### config.mk
export PLATFORM = sky130hd
export DESIGN_NAME = mole_game_ctrl
export DESIGN_NICKNAME = d
export VERILOG_FILES = /design/src/rtl/game_pkg.sv /design/src/rtl/lfsr8.sv /design/src/rtl/mole_game_ctrl.sv
export SDC_FILE = /design/constraint.sdc
export NUM_CORES = 1
export LEC_CHECK = 0
export CAP_MARGIN = 20
export CORE_ASPECT_RATIO = 0.7
export CORE_MARGIN = 10
export CORE_UTILIZATION = 48
export CTS_BUF_LIST = sky130_fd_sc_hd__clkbuf_16
export CTS_CLUSTER_DIAMETER = 80
export CTS_CLUSTER_SIZE = 24
export DETAILED_ROUTE_END_ITERATION = 8
export GPL_ROUTABILITY_DRIVEN = 0
export PLACE_DENSITY = 0.76
export SKIP_CTS_REPAIR_TIMING = 1
export SYNTH_ARGS = -nofsm -noshare
export SYNTH_HDL_FRONTEND = slang
export SYNTH_SLANG_ARGS = --single-unit
### constraint.sdc
create_clock -name clk -period 2.2 [get_ports clk]
set_clock_uncertainty 0.05 [all_clocks]
set_input_delay 0.44 -clock clk [delete_from_list [all_inputs] [get_ports clk]]
set_output_delay 0.44 -clock clk [all_outputs]
set_load 0.05 [all_outputs]
### src/rtl/game_pkg.sv
// Shared FSM encoding, reset constants and LFSR helpers for the mole game.
// Latency: none, declarations only.
// Backpressure: none, declarations only.
package game_pkg;

    typedef enum logic [2:0] {
        IDLE  = 3'd0,
        DELAY = 3'd1,
        MOLE  = 3'd2,
        HIT   = 3'd3,
        MISS  = 3'd4,
        DONE  = 3'd5
    } game_state_t;

    // "No hit yet" value for the fastest-reaction register.
    localparam logic [9:0] BEST_TIME_INIT = 10'd1023;

    // x^8 + x^6 + x^5 + x^4 + 1, read from q[7:0] of a left-shifting register.
    localparam logic [7:0] LFSR_TAP_MASK = 8'b1011_1000;

    function automatic logic lfsr_feedback(input logic [7:0] q);
        return ^(q & LFSR_TAP_MASK);
    endfunction

endpackage

### src/rtl/lfsr8.sv
// 8-bit Fibonacci LFSR that picks the mole position and the wait length.
// Latency: the new value appears one clock after each edge; it free-runs.
// Backpressure: none, it advances every cycle.
module lfsr8
    import game_pkg::*;
(
    input  logic       clk,
    input  logic       reset_n,
    input  logic [7:0] seed,
    output logic [7:0] q
);

    // Shift left and feed the tap parity into bit 0.
    always_ff @(posedge clk or negedge reset_n) begin
        if (!reset_n) begin
            q <= seed;
        end else begin
            q <= {q[6:0], lfsr_feedback(q)};
        end
    end

endmodule

### src/rtl/mole_game_ctrl.sv
// Whack-a-mole round sequencer: random wait, lit mole, hit/miss scoring, game end.
// Latency: all outputs are registered; LEDs follow a state change by one cycle.
// Backpressure: none; every input is a single-cycle pulse acted on when it arrives.
module mole_game_ctrl
    import game_pkg::*;
#(
    parameter int         N_ROUNDS  = 10,
    parameter logic [7:0] LFSR_SEED = 8'hA5
) (
    input  logic       clk,
    input  logic       reset_n,
    input  logic       start,
    input  logic       whack,
    input  logic       timer_0point2_edge,
    input  logic       timer_1_edge,
    input  logic       timer_3_edge,
    input  logic [9:0] display_timer,
    output logic       reset_timer,
    output logic [7:0] mole_led,
    output logic [3:0] score,
    output logic [9:0] best_time,
    output logic [3:0] round_num,
    output logic       miss_led,
    output logic       game_over
);

    localparam logic [3:0] LAST_ROUND = 4'(N_ROUNDS);

    game_state_t state;
    game_state_t next_state;

    logic [7:0] lfsr;
    logic       delay_sel;
    logic [2:0] pos;
    logic [9:0] rt;

    logic       t02_live;
    logic       t1_live;
    logic       t3_live;
    logic       entering;
    logic       game_start;
    logic       round_end;

    logic       reset_timer_d;
    logic [7:0] mole_led_d;
    logic       miss_led_d;
    logic       game_over_d;

    // Only bit 7 and bits 2:0 feed the game; the middle bits just keep the sequence long.
    logic       unused_lfsr_bits;
    assign unused_lfsr_bits = ^lfsr[6:3];

    lfsr8 u_lfsr (
        .clk     (clk),
        .reset_n (reset_n),
        .seed    (LFSR_SEED),
        .q       (lfsr)
    );

    // reset_timer is high only in a state's first cycle, when the timer block is
    // restarting, so any edge it reports in that cycle is stale and gets dropped.
    assign t02_live   = timer_0point2_edge & ~reset_timer;
    assign t1_live    = timer_1_edge & ~reset_timer;
    assign t3_live    = timer_3_edge & ~reset_timer;

    assign entering   = (next_state != state);
    assign game_start = ((state == IDLE) || (state == DONE)) && start;
    assign round_end  = ((state == HIT) || (state == MISS)) && t02_live;

    // State register.
    always_ff @(posedge clk or negedge reset_n) begin
        if (!reset_n) begin
            state <= IDLE;
        end else begin
            state <= next_state;
        end
    end

    // Next-state decode; whack always beats a timer edge arriving in the same cycle.
    always_comb begin
        next_state = state;
        unique case (state)
            IDLE, DONE: begin
                if (start) next_state = DELAY;
            end
            DELAY: begin
                if (whack) begin
                    next_state = MISS;
                end else if (delay_sel ? t3_live : t1_live) begin
                    next_state = MOLE;
                end
            end
            MOLE: begin
                if (whack) begin
                    next_state = HIT;
                end else if (t1_live) begin
                    next_state = MISS;
                end
            end
            HIT, MISS: begin
                if (t02_live) begin
                    next_state = ((round_num + 4'd1) == LAST_ROUND) ? DONE : DELAY;
                end
            end
            default: next_state = IDLE;
        endcase
    end

    // Output decode: LEDs come from the current state, the timer restart from the upcoming one.
    always_comb begin
        mole_led_d    = 8'd0;
        miss_led_d    = 1'b0;
        game_over_d   = 1'b0;
        reset_timer_d = 1'b0;
        if ((state == MOLE) || (state == HIT)) begin
            mole_led_d = 8'd1 << pos;
        end
        miss_led_d    = (state == MISS);
        game_over_d   = (state == DONE);
        reset_timer_d = entering && (next_state inside {DELAY, MOLE, HIT, MISS});
    end

    // Output registers.
    always_ff @(posedge clk or negedge reset_n) begin
        if (!reset_n) begin
            reset_timer <= 1'b0;
            mole_led    <= 8'd0;
            miss_led    <= 1'b0;
            game_over   <= 1'b0;
        end else begin
            reset_timer <= reset_timer_d;
            mole_led    <= mole_led_d;
            miss_led    <= miss_led_d;
            game_over   <= game_over_d;
        end
    end

    // Game datapath: per-round random picks, reaction capture, score, best time, round count.
    always_ff @(posedge clk or negedge reset_n) begin
        if (!reset_n) begin
            delay_sel <= 1'b0;
            pos       <= 3'd0;
            rt        <= 10'd0;
            score     <= 4'd0;
            best_time <= BEST_TIME_INIT;
            round_num <= 4'd0;
        end else begin
            if (game_start) begin
                score     <= 4'd0;
                round_num <= 4'd0;
                best_time <= BEST_TIME_INIT;
            end
            if (entering && (next_state == DELAY)) begin
                delay_sel <= lfsr[7];
                pos       <= lfsr[2:0];
            end
            if ((state == MOLE) && whack) begin
                rt <= display_timer;
            end
            // Score once, in the first HIT cycle, using the reaction time just captured.
            if ((state == HIT) && reset_timer) begin
                if (score != 4'd15) score <= score + 4'd1;
                if (rt < best_time) best_time <= rt;
            end
            if (round_end) begin
                round_num <= round_num + 4'd1;
            end
        end
    end

endmodule

* After elaboration in Yosys (flattened, before gate mapping) *
Index checks and enable logic that the tools add are counted.

word-level totals
  register bits = 54
  latch bits = 0
  memory bits (writable) = 0
  memory bits (read-only) = 0
  bits of input ports = 17
  output and inout bits = 29
  logic and storage cells = 65
  memories kept = 0

cells by class
  add/subtract/negate cells = 2
  multiply operators = 0
  div/mod/pow operators = 0
  $lt $le $gt $ge = 1
  eq/ne operators = 12
  shift operators = 1
  multiplexer cells = 18
  bitwise gates (word level) = 4
  reductions and logical operators = 15

operators with widths
  cell                                                               number
  10-bit two-way mux                                                 3
  3-bit two-way mux                                                  7
  4-bit two-way mux                                                  5
  3-bit by 2-bit == test with 1-bit output, second input constant    4
  3-bit one-hot mux with 4 select lines                              1
  10-bit < comparator                                                1
  3-bit == test, second input constant                               3
  4-bit by 1-bit adder with 4-bit output, second input constant      2
  8-bit two-way mux                                                  1
  8-bit parity                                                       1
  1-bit by 3-bit << shifter with 8-bit output, first input constant  1
  3-bit by 1-bit == test with 1-bit output, second input constant    2
  1-bit logical AND                                                  6
  4-bit == test, second input constant                               1
  4-bit inequality test, second input constant                       1
  4-bit nonzero test                                                 1
  2-bit OR reduction                                                 2
  1-bit AND                                                          3
  3-bit zero test                                                    1
  1-bit logical OR                                                   3
  3-bit inequality test                                              1
  2-bit nonzero test                                                 1
  1-bit two-way mux                                                  1
  1-bit NOT                                                          1

* Logic depth before layout (Yosys ltp) *
  depth after elaboration = 9
  gate-level depth with buffers = 9

* Worst setup path after synthesis *
Ideal clock, no wire load.

  kind = reg2reg
  start point = register best_time[4]
  end point = register best_time[8]
  library setup time = 0.093 ns
  arrival = 2.331 ns
  setup slack = -0.274 ns
  cell stages (with the launch flop) = 9
  cells stage by stage = dfstp_2 inv_1 ha_1 a21o_1 a21o_1 a211oi_1 o21ai_1 a2111oi_0 nor3_1

on the way
  longest elaborated chain between the ends = 3

ends and longest elaborated chain
  what                    line                   source
  start, declared         mole_game_ctrl.sv:21   output logic [9:0] best_time,
  start signal, assigned  mole_game_ctrl.sv:163  if (rt < best_time) best_time <= rt;
  10-bit < comparator     mole_game_ctrl.sv:163
  10-bit two-way mux      mole_game_ctrl.sv:163
  10-bit two-way mux      mole_game_ctrl.sv:161  if ((state == HIT) && reset_timer) begin

No other way between the ends.
A chain may end at the register's enable or synchronous reset.

* Final worst setup path *
  start point = register best_time[4]
  end point = register best_time[5]

The elaborated chain is that of the path after synthesis.

==> results.md <==
Status:
- The run finished, with violations left.
- The final reports fail on negative setup slack.

GRT:
- The total overflow left after global routing is 0.
- The initial antenna violation count is 0.
- The first global-routing pass estimated 12,130 um of wire.
- In the global route stage, overall resource usage came out at 14.86%.
- Entering global routing, the biggest net connects 55 pins.
- The number of global-route vias before repair is 2,484.

Clocking:
- The latest clock arrival within the worst-skew pair is 0.29 ns.
- TritonCTS built the clock tree.
- The total clock buffers created by CTS is 5.
- The clock transition time at the flip-flop clock pins of the worst setup and hold paths is 0.07 ns.
- The clock tree root buffer cell is clkbuf_16.
- In this run the number of H-tree levels came out at 2.
- The maximum clock path buffer count is 2.
- For this design, the sink count on the clock tree is 54.

Synth:
- The yosys synthesis warning count is 0.
- The netlist area before placement is 2897 um^2.
- The number of nets produced by synthesis is 323.
- Synthesis produced 294 cells.
- The post-synthesis sequential area ratio is 47.26%.
- Yosys mapped a number of flops with a built-in enable equal to 0.
- The mean cell area of the mapped netlist is 9.852 um^2.
- The number of storage elements in the synthesis netlist is 54.
- The share of flip-flops with an asynchronous set or reset is 100.0%.
- The netlist uses 52 different library cells.
- The dominant synthesized flop cell is dfrtp_1.

Setup path:
- STA classifies the critical path endpoint as a flip-flop.
- The class of the most critical setup path is flip-flop to flip-flop.
- STA classifies the critical path startpoint as a flip-flop.
- The largest fanout on the critical path is 5.
- The required arrival time at the worst endpoint is 2.35 ns.
- Data on the critical path arrives at its endpoint at 2.48 ns.

Pwr:
- The reported leakage power is 1.767 nW.
- Dividing total power by cell area gives a power density of 1279 nW/um^2.
- IR analysis of the VDD net gives a maximum drop of 608.5 uV.

Layout:
- Cells with a size suffix above 1 make up 31.35% of the layout.
- The library cell used most frequently in the layout, excluding fill and tap cells, is buf_4.
- The post-layout utilization of the core is 69.15%.
- After filler insertion, the fill cell instance count of the layout stands at 432.
- The area taken by multi-input logic gates is 1593 um^2.
- The area growth from synthesis to layout is 38.10%.
- The footprint of the flip-flops and latches is 1375 um^2.
- The net count of the finished layout is 398.
- Leaving out filler cells and counting taps, the final layout contains 445.
- The repair_antennas step left the layout with diodes totalling 0.
- In the layout the commonest cells are 40 x buf_4, 35 x dfrtp_1, 31 x clkdlybuf4s50_1.

Detailed routing:
- The number of routed nets with antenna violations is 0.
- The wire length after detailed routing is 7509 um.
- After detailed routing, the average wire length per cell comes to 16.87 um.
- The number of vias after detailed routing is 2,581.
- For this run, design rule violations remaining after detail routing come to 0.
- The number of iterations in the first detailed-routing pass is 5.
- The initial detailed-routing violation count is 162.
- The routed via count divided by cell count is 5.800.

Floorplanning:
- Measured along the x axis, the die boundary spans 112.8 um.
- The floorplan has 23 rows.
- The boundary pin count is 46.
- The die covers 9591 um^2.
- The die outline height is 85.00 um.
- The core outline area is 5784 um^2.
- The starting density of the core is 50.08%.

STA:
- Headroom to the max-slew limit came out at 58.29%.
- The final worst-path cycle share is 105.5%.
- The fmax is 430.9 MHz.
- The actual slew at the worst max-slew pin is 0.6256 ns.
- The final worst slack is -0.1208 ns.
- The final count of pins violating max slew came to 0.
- The number of hold-slack violations in the final timing report came to 0.
- Subtracting the final worst setup slack from the clock period gives 2.321 ns.
- Setup repair after global routing could not meet its margin everywhere.
- Setup violations remaining at the end of the flow were counted as 10.

Placement:
- The total half-perimeter wirelength after legalization and detailed placement is 5144 um.
- During placement, the flow inserted port buffers numbering 45.
- Counting tap cells, the placed design contains a total of 434 instances.

Run:
- Across the run, the number of max-cap violations was 0.

Min path:
- The min-delay analysis places its worst path in the category input port to asynchronous set/reset pin.
-- Yosys cell counts, drive strengths merged, types with 4 or more instances --
cell     count  share of area, %
and2         4              0.86
nor3        24               4.3
clkbuf       8               1.0
dfrtp       40                35
ha          12               5.2
buf          5              0.82
mux2        14               5.4
a21oi        8               1.4
nand2b       8               1.7
o21ai       24               4.1
nor2        23               3.0
nand2       24               3.1
nand3        5              0.86
a2111oi     10               3.0
o31ai        9               2.3
inv         12               1.6
dfstp       14                13
-- cell type report --
class                      count  share of cell area (%)
tap                           75                   2.346
timing repair buffer          80                   18.17
multi-input combinational    216                   39.82
clock inverter                 3                   1.032
sequential                    54                   34.38
clock buffer                   5                   3.128
inverter                      12                   1.126
-- power by group --
| group | internal (W) | leakage (nW) | switching [W] |
|---|---|---|---|
| logic | 0.00113 | 1.01 | 0.00154 |
| registers | 0.00128 | 0.679 | 0.000295 |
| clock network | 0.000533 | 0.0812 | 0.000344 |
-- routing by layer --
metal  vias up  wire length [um]  global-route usage (%)
met5         -                 0                       0
met4         0                55                   3.563
met3         4               472                   3.938
met2        92              3466                   22.96
met1      1249              3515                   20.20
li1       1236                 -                       -
-- path summary, 6_finish.rpt --
| path | depth (start not counted) | slack [ns] | end | startpoint |
|---|---|---|---|---|
| worst max-delay path | 8 | -0.12 | best_time[5]$_DFF_PN1_ | best_time[4]$_DFF_PN1_ |
| worst min-delay path | 2 | 0.09 | mole_led[4]$_DFF_PN0_ | reset_n |
| worst max register to register | 8 | -0.12 | best_time[5]$_DFF_PN1_ | best_time[4]$_DFF_PN1_ |
| worst min register to register | 0 | 0.31 | u_lfsr.q[7]$_DFF_PN1_ | u_lfsr.q[6]$_DFF_PN0_ |
| max in group asynchronous | 2 | 1.70 | best_time[5]$_DFF_PN1_ | reset_n |
| min in group clk | 0 | 0.31 | u_lfsr.q[7]$_DFF_PN1_ | u_lfsr.q[6]$_DFF_PN0_ |
-- critical path, cell delays in order (launching register included) --
cell and delay [ns]:
dfstp_2 0.55, inv_2 0.04, ha_4 0.23, a21o_1 0.17, a21o_1 0.20, a211oi_4 0.31, o21ai_2 0.22, a2111oi_2 0.38
nor3_1 0.09
-- stage by stage --
step	cell area [um^2]	total power (W)	TNS [ns]	hold slack, ns	setup slack (ns)
after floorplan	2948	0.003095	-1.210	0.09441	-0.1415
after global placement	3677	0.003947	-1.906	0.2858	-0.3177
after detailed placement	3677	0.004001	-2.420	0.2980	-0.3588
after CTS	3844	0.004908	-1.644	0.1017	-0.2479
after global routing	4000	0.005437	-1.494	0.1171	-0.2120
final	4000	0.005118	-0.6860	0.08550	-0.1208
-- registers in the layout (all words and copies together) (netlist names) --
register	flops
rt	10
round_num	4
state	3
u_lfsr.q	8
mole_led	8
best_time	10
delay_sel	1
score	4
reset_timer	1
miss_led	1
game_over	1
pos	3
-- cells by family after synthesis --
group                    after synthesis  share of synthesized area (%)
AO/OA/AOI/OAI                         75                          17.88
XOR/XNOR                               5                          1.512
adder cells (fa/ha/maj)               12                          5.183
buffers and inverters                 25                          3.412
flip-flops                            54                          47.26
multiplexers                          16                          6.134
AND/OR/NAND/NOR                      107                          18.62
Note: power is estimated with default switching activity, not from simulation.
